**src/rtl/fxyz_sweep_ctrl.sv**
```systemverilog
// Exhaustive equivalence sweep of two N-input boolean implementations (s1 vs s2).
// Each vector is held SETTLE cycles, compared for one cycle, and mismatches are logged.
module fxyz_sweep_ctrl #(
    parameter int N      = 4,
    parameter int SETTLE = 1
) (
    input  logic              clk,
    input  logic              reset,
    input  logic              start,
    input  logic              abort,
    input  logic              s1,
    input  logic              s2,
    output logic [N-1:0]      vec,
    output logic              busy,
    output logic              done,
    output logic [N:0]        mism_cnt,
    output logic [N-1:0]      first_mism,
    output logic              any_mism,
    output logic [2**N-1:0]   mism_map
);

    localparam int CW = (SETTLE > 1) ? $clog2(SETTLE) : 1;
    localparam logic [CW-1:0] SETTLE_LAST = CW'(SETTLE - 1);
    localparam logic [N-1:0]  VEC_LAST    = '1;

    typedef enum logic [1:0] {
        IDLE,
        APPLY,
        CHECK,
        DONE
    } state_t;

    state_t        state;
    state_t        state_next;
    logic [CW-1:0] settle_cnt;
    logic          clear_results;
    logic          record;
    logic          advance;
    logic          mismatch;

    assign mismatch = s1 ^ s2;

    always_ff @(posedge clk) begin
        if (reset) begin
            state <= IDLE;
        end else begin
            state <= state_next;
        end
    end

    // CHECK records its compare even when abort leaves the sweep on the same edge.
    always_comb begin
        state_next    = state;
        clear_results = 1'b0;
        record        = 1'b0;
        advance       = 1'b0;
        busy          = 1'b0;
        done          = 1'b0;
        case (state)
            IDLE: begin
                if (start && !abort) begin
                    state_next    = APPLY;
                    clear_results = 1'b1;
                end
            end
            APPLY: begin
                busy = 1'b1;
                if (abort) begin
                    state_next = IDLE;
                end else if (settle_cnt == SETTLE_LAST) begin
                    state_next = CHECK;
                end
            end
            CHECK: begin
                busy   = 1'b1;
                record = 1'b1;
                if (abort) begin
                    state_next = IDLE;
                end else if (vec == VEC_LAST) begin
                    state_next = DONE;
                end else begin
                    advance    = 1'b1;
                    state_next = APPLY;
                end
            end
            DONE: begin
                done       = 1'b1;
                state_next = IDLE;
            end
            default: begin
                state_next = IDLE;
            end
        endcase
    end

    always_ff @(posedge clk) begin
        if (reset) begin
            settle_cnt <= '0;
        end else if (state == APPLY && !abort && settle_cnt != SETTLE_LAST) begin
            settle_cnt <= settle_cnt + CW'(1);
        end else begin
            settle_cnt <= '0;
        end
    end

    // Results and vec persist after DONE/abort until the next accepted start.
    always_ff @(posedge clk) begin
        if (reset) begin
            vec        <= '0;
            mism_cnt   <= '0;
            first_mism <= '0;
            any_mism   <= 1'b0;
            mism_map   <= '0;
        end else begin
            if (clear_results) begin
                vec        <= '0;
                mism_cnt   <= '0;
                first_mism <= '0;
                any_mism   <= 1'b0;
                mism_map   <= '0;
            end
            if (record && mismatch) begin
                mism_cnt      <= mism_cnt + (N+1)'(1);
                mism_map[vec] <= 1'b1;
                if (!any_mism) begin
                    first_mism <= vec;
                    any_mism   <= 1'b1;
                end
            end
            if (advance) begin
                vec <= vec + N'(1);
            end
        end
    end

endmodule

```
**config.mk**
```make
export PLATFORM = sky130hd
export DESIGN_NAME = fxyz_sweep_ctrl
export DESIGN_NICKNAME = d
export VERILOG_FILES = /design/src/rtl/fxyz_sweep_ctrl.sv
export SDC_FILE = /design/constraint.sdc
export NUM_CORES = 1
export LEC_CHECK = 0
export CAP_MARGIN = 20
export CORE_MARGIN = 4
export CORE_UTILIZATION = 49
export DETAILED_ROUTE_END_ITERATION = 16
export PLACE_DENSITY = 0.85
export SETUP_SLACK_MARGIN = 0.3
export SYNTH_ARGS = -nofsm -noshare
export SYNTH_HDL_FRONTEND = slang
export SYNTH_SLANG_ARGS = --single-unit
```
**constraint.sdc**
```tcl
create_clock -name clk -period 1.8 [get_ports clk]
set_clock_uncertainty 0.05 [all_clocks]
set_input_delay 0.36 -clock clk [delete_from_list [all_inputs] [get_ports clk]]
set_output_delay 0.36 -clock clk [all_outputs]
set_load 0.02 [all_outputs]
```
# Word level (Yosys, flattened, before mapping)
# Index checks and enable logic that the tools add are counted.
# word_totals
reg_bits,33
in_bits,6
out_inout_bits,32
wordCells,62
# op_classes
muxes,29
reduce_logical,12
eq_ne,6
n_lt_le_gt_ge,2
add_sub_neg,3
bitwise_logic,3
# ops
operator,n
$mux W16,3
$mux W4,5
$or A16 B16 Y16,1
$mux W1,12
$mux W2,5
$mux W5,2
$pmux W2 S4,1
$add A5 B1 Y5 const B,1
$logic_and A1 B1 Y1,5
$lt A4 B5 Y1 const B,1
$add A4 B1 Y4 const B,1
$demux W1 S4,1
$eq A2 B2 Y1 const B,2
$eq A4 B4 Y1 const B,1
$ge A4 B1 Y1 const B,1
$reduce_bool A2 Y1,2
$reduce_or A2 Y1,2
$ne A3 B3 Y1 const B,1
$eq A2 B1 Y1 const B,1
$logic_not A2 Y1,1
$ne A2 B2 Y1 const B,1
$reduce_and A2 Y1,1
$add A1 B1 Y1 const B,1
$logic_not A1 Y1,1
2 further kinds,2

# Logic depth before layout (Yosys ltp)
# Gate-level depths: netlist of the first run.
# depth
word_depth,8
ltp_mapped,6
mapped_depth_nobuf,5

# Least setup slack after synthesis of the first run
# No wires, ideal clock.
# synth_path
path_kind,register to register
from,reg state[0]
to,reg state[0]
setup_time_ns,0.136
setup_slack_ns,0.259
required_time_ns,1.614
arrival_time_ns,1.355
period_less_slack_ns,1.541
path_buffers,1
stages_incl_launch_ff,7
path_cell_list,dfxtp_1 > inv_1 > ha_1 > buf_2 > nor2b_1 > a2111oi_0 > a211oi_1
# synth_between
elab_chain_cells,3
elab_cells_between_ends,8
classes_between,eq/ne (5); mux (1); reduce/logical (2)
# synth_lines
item,line_no,text
start: declaration,33,state_t state;
start signal: assignment,47,state <= state_next;
$eq A2 B1 Y1 or $logic_not A2 Y1 (tied branches),59,case (state)
$ne A3 B3 Y1 (no line) or $ne A2 B2 Y1 (tied branches),-,
$reduce_and A2 Y1 (no line),-,
# Parallel ways exist; a longest one is shown, timed or not.
# A chain may end at the register's enable or synchronous reset.

# Worst setup path in the final report of the first run
# layout_path
from,reg state[0]
to,reg state[1]
# Same word-level chain as after synthesis.

==> reports/qor.yml, run 1 <==
logic_synthesis:
  synthesis.nets: 180
  synth-edff-count: 0
  syn_area_sq_um: 1570
  synth_warnings: 0
  synth_seq_cells: 33
  async_flop_share_pct: 0
  synth-seq-area-share_pct: 42.0
  synth-main-ff-cell: "dfxtp_1"
  synthDistinctLibCells: 38
  synthCells: 164
  postSynthAreaPerCell_sq_um: 9.58
status:
  status: "completed"
die:
  fp.dieW_um: 64.6
  io_pins: 38
  core-area_sq_um: 3050
  start_util_pct: 51.5
  die_area_sq_um: 4180
  rows: 20
  die_h_um: 64.6
grt:
  grt_overflow: 0
  grt_use_total_pct: 24.2
  first_global_vias: 1611
  grt_max_degree: 19
  grt_pass1_wl_um: 7920
  antenna_found_initial: 0
routing:
  wirelength_um: 4940
  first_pass_iters: 5
  vias: 1624
  dr.first_iter.drc_count: 138
  detail-route-antenna-nets: 0
  via_per_inst: 6.17
  wl_per_cell_um: 18.8
  drc: 0
power_and_ir_drop:
  ir_drop_mv: 0.453
  power_uw: 1570
  power_density_nw_per_um2: 666
  p_leak_uw: 0.000967
clock_tree:
  worstSkewPairLatency_ns: 0.34
  cts-root-buf: "clkbuf_4"
  tritoncts: "yes"
  cts_buffers: 5
  htree_levels: 2
  clk_pin_slew_worst_paths_ns: 0.10
  ctsHoldBuffers: 0
  clock_sinks: 33
  max-clock-path-buffers: 2
sta:
  finalCritPeriodShare_pct: 89.5
  period_minus_slack_ns: 1.61
  setup_slack_ns: 0.189
  final_hold_viol_count: 0
  report.final.slew_viol_count: 0
  setup-violations-final: 0
  rsz0062_at_grt: "yes"
  fmax_ghz: 0.621
final_layout:
  drive_gt1_share_pct: 30.6
  finalNetCount: 234
  diodes: 0
  area_growth_pct: 49.8
  post-route-util_pct: 77.1
  nFillCells: 207
place:
  gp_congestion: 0.843
  pre_cts_slack_ns: -0.195
  hpwl_um: 2990
  port_buffers: 37
worst_hold_path:
  worstHoldPathType: "register to register"
setup_path:
  cp_max_fo: 3
  critPathKind: "register to register"
  required_ns: 1.98
  worstPathArrival_ns: 1.79
  end_kind: "register"
  cp-start-kind: "register"
job:
  maxCapViolCount: 0
==> power breakdown <==
part	internal [uW]	total, uW	switching, uW
logic	101	236	135
clock network	331	589	258
registers	736	743	6.67
==> registers in the layout, summed over array words and instances (netlist names) <==
signal      count
mism_map       16
settle_cnt      1
vec             4
mism_cnt        5
state           2
first_mism      4
any_mism        1
==> path summary, 6_finish.rpt <==
path / slack, ns / end / depth (start not counted) / startpoint
hold / removal: 0.43 / mism_map[12] / 1 / mism_map[12]
hold reg to reg: 0.43 / mism_map[12] / 1 / mism_map[12]
setup / recovery: 0.19 / state[1] / 5 / state[0]
setup reg to reg: 0.19 / state[1] / 5 / state[0]
==> worst max-delay path, cell delays in order (launching register included) <==
cell	delay, ns
dfxtp_4	0.36
buf_4	0.13
ha_1	0.22
and3b_2	0.25
a21o_1	0.20
a32o_1	0.29
==> cell type report <==
type	instances	area, sq um	area share, %
multi-input combinational	112	973	41.3
sequential	33	673	28.6
timing repair buffer	59	529	22.5
clock buffer	7	55.1	2.34
tap	44	55.1	2.34
inverter	6	31.3	1.33
clock inverter	1	30.0	1.28
timing repair inverter	1	7.51	0.319
==> routing by layer <==
metal	up-vias	part of all wire, %	track usage (%)
li1	736	-	-
met1	796	41	27.8
met2	74	51	44.1
met3	18	4.9	3.99
met4	0	3.0	10.0
met5	-	0	0
==> cell usage in the layout, fill, tap and decap left out, drive strengths merged, types with 3 or more instances in the layout <==
cell / instances
dfxtp: 33
buf: 24
dlygate4sd2: 21
nor2: 10
ha: 10
clkdlybuf4s15: 10
nand3: 9
a21oi: 9
a22o: 8
a32oi: 8
clkbuf: 8
o211ai: 7
nor2b: 5
inv: 5
nand2: 4
o311ai: 4
nand4: 3
clkdlybuf4s50: 3
nand2b: 3
o2111ai: 3
==> cells by family after synthesis <==
group           share of synthesized area [%]
buf+inv                                  4.94
flops                                    42.0
other cells                             0.239
compound gates                           23.2
fa+ha+maj                                7.96
simple gates                             19.5
xor+xnor                                 2.15
==> cell usage after synthesis, drive strengths merged, types with 2 or more instances <==
| cell | instances | area (sq um) |
|---|---|---|
| o311ai | 4 | 35.0 |
| nand3 | 9 | 45.0 |
| nand2b | 3 | 18.8 |
| a32oi | 8 | 70.1 |
| o211ai | 7 | 52.6 |
| buf | 5 | 25.0 |
| ha | 10 | 125 |
| nand2 | 4 | 15.0 |
| a21oi | 9 | 45.0 |
| dfxtp | 33 | 661 |
| nor2 | 10 | 37.5 |
| a22o | 8 | 70.1 |
| nand4b | 2 | 17.5 |
| xor2 | 2 | 17.5 |
| clkbuf | 8 | 30.0 |
| or4 | 2 | 15.0 |
| nand4 | 3 | 18.8 |
| inv | 6 | 22.5 |
| or4b | 2 | 20.0 |
| o2111ai | 3 | 26.3 |
| nor2b | 5 | 31.3 |
| nor4 | 2 | 25.0 |
| a211oi | 2 | 15.0 |
| or3 | 2 | 12.5 |
| and3b | 2 | 17.5 |
==> through the flow <==
stage	hold slack [ns]	cell area [sq um]	cells	TNS, ns
2_1_floorplan	0.472	1570	164	0
3_3_place_gp	0.415	2050	245	-1.36
3_5_place_dp	0.417	2050	245	-2.49
4_1_cts	0.438	2240	261	0
5_1_grt	0.460	2350	263	0
6_report	0.433	2350	263	0
==> what timing repair did <==
item,in CTS,in global routing
pin swaps,6,10
resized for setup,67,40
buffers inserted,7,2
setup endpoints to repair,60,44
gates cloned,1,0
Power figures use the tool's default switching activity.
==> run 2, diff against run 1 <==
- SLEW_MARGIN: not set -> 20
==> results of run 2 <==
No change in the layout: final DEF, timing and power equal those of run 1.
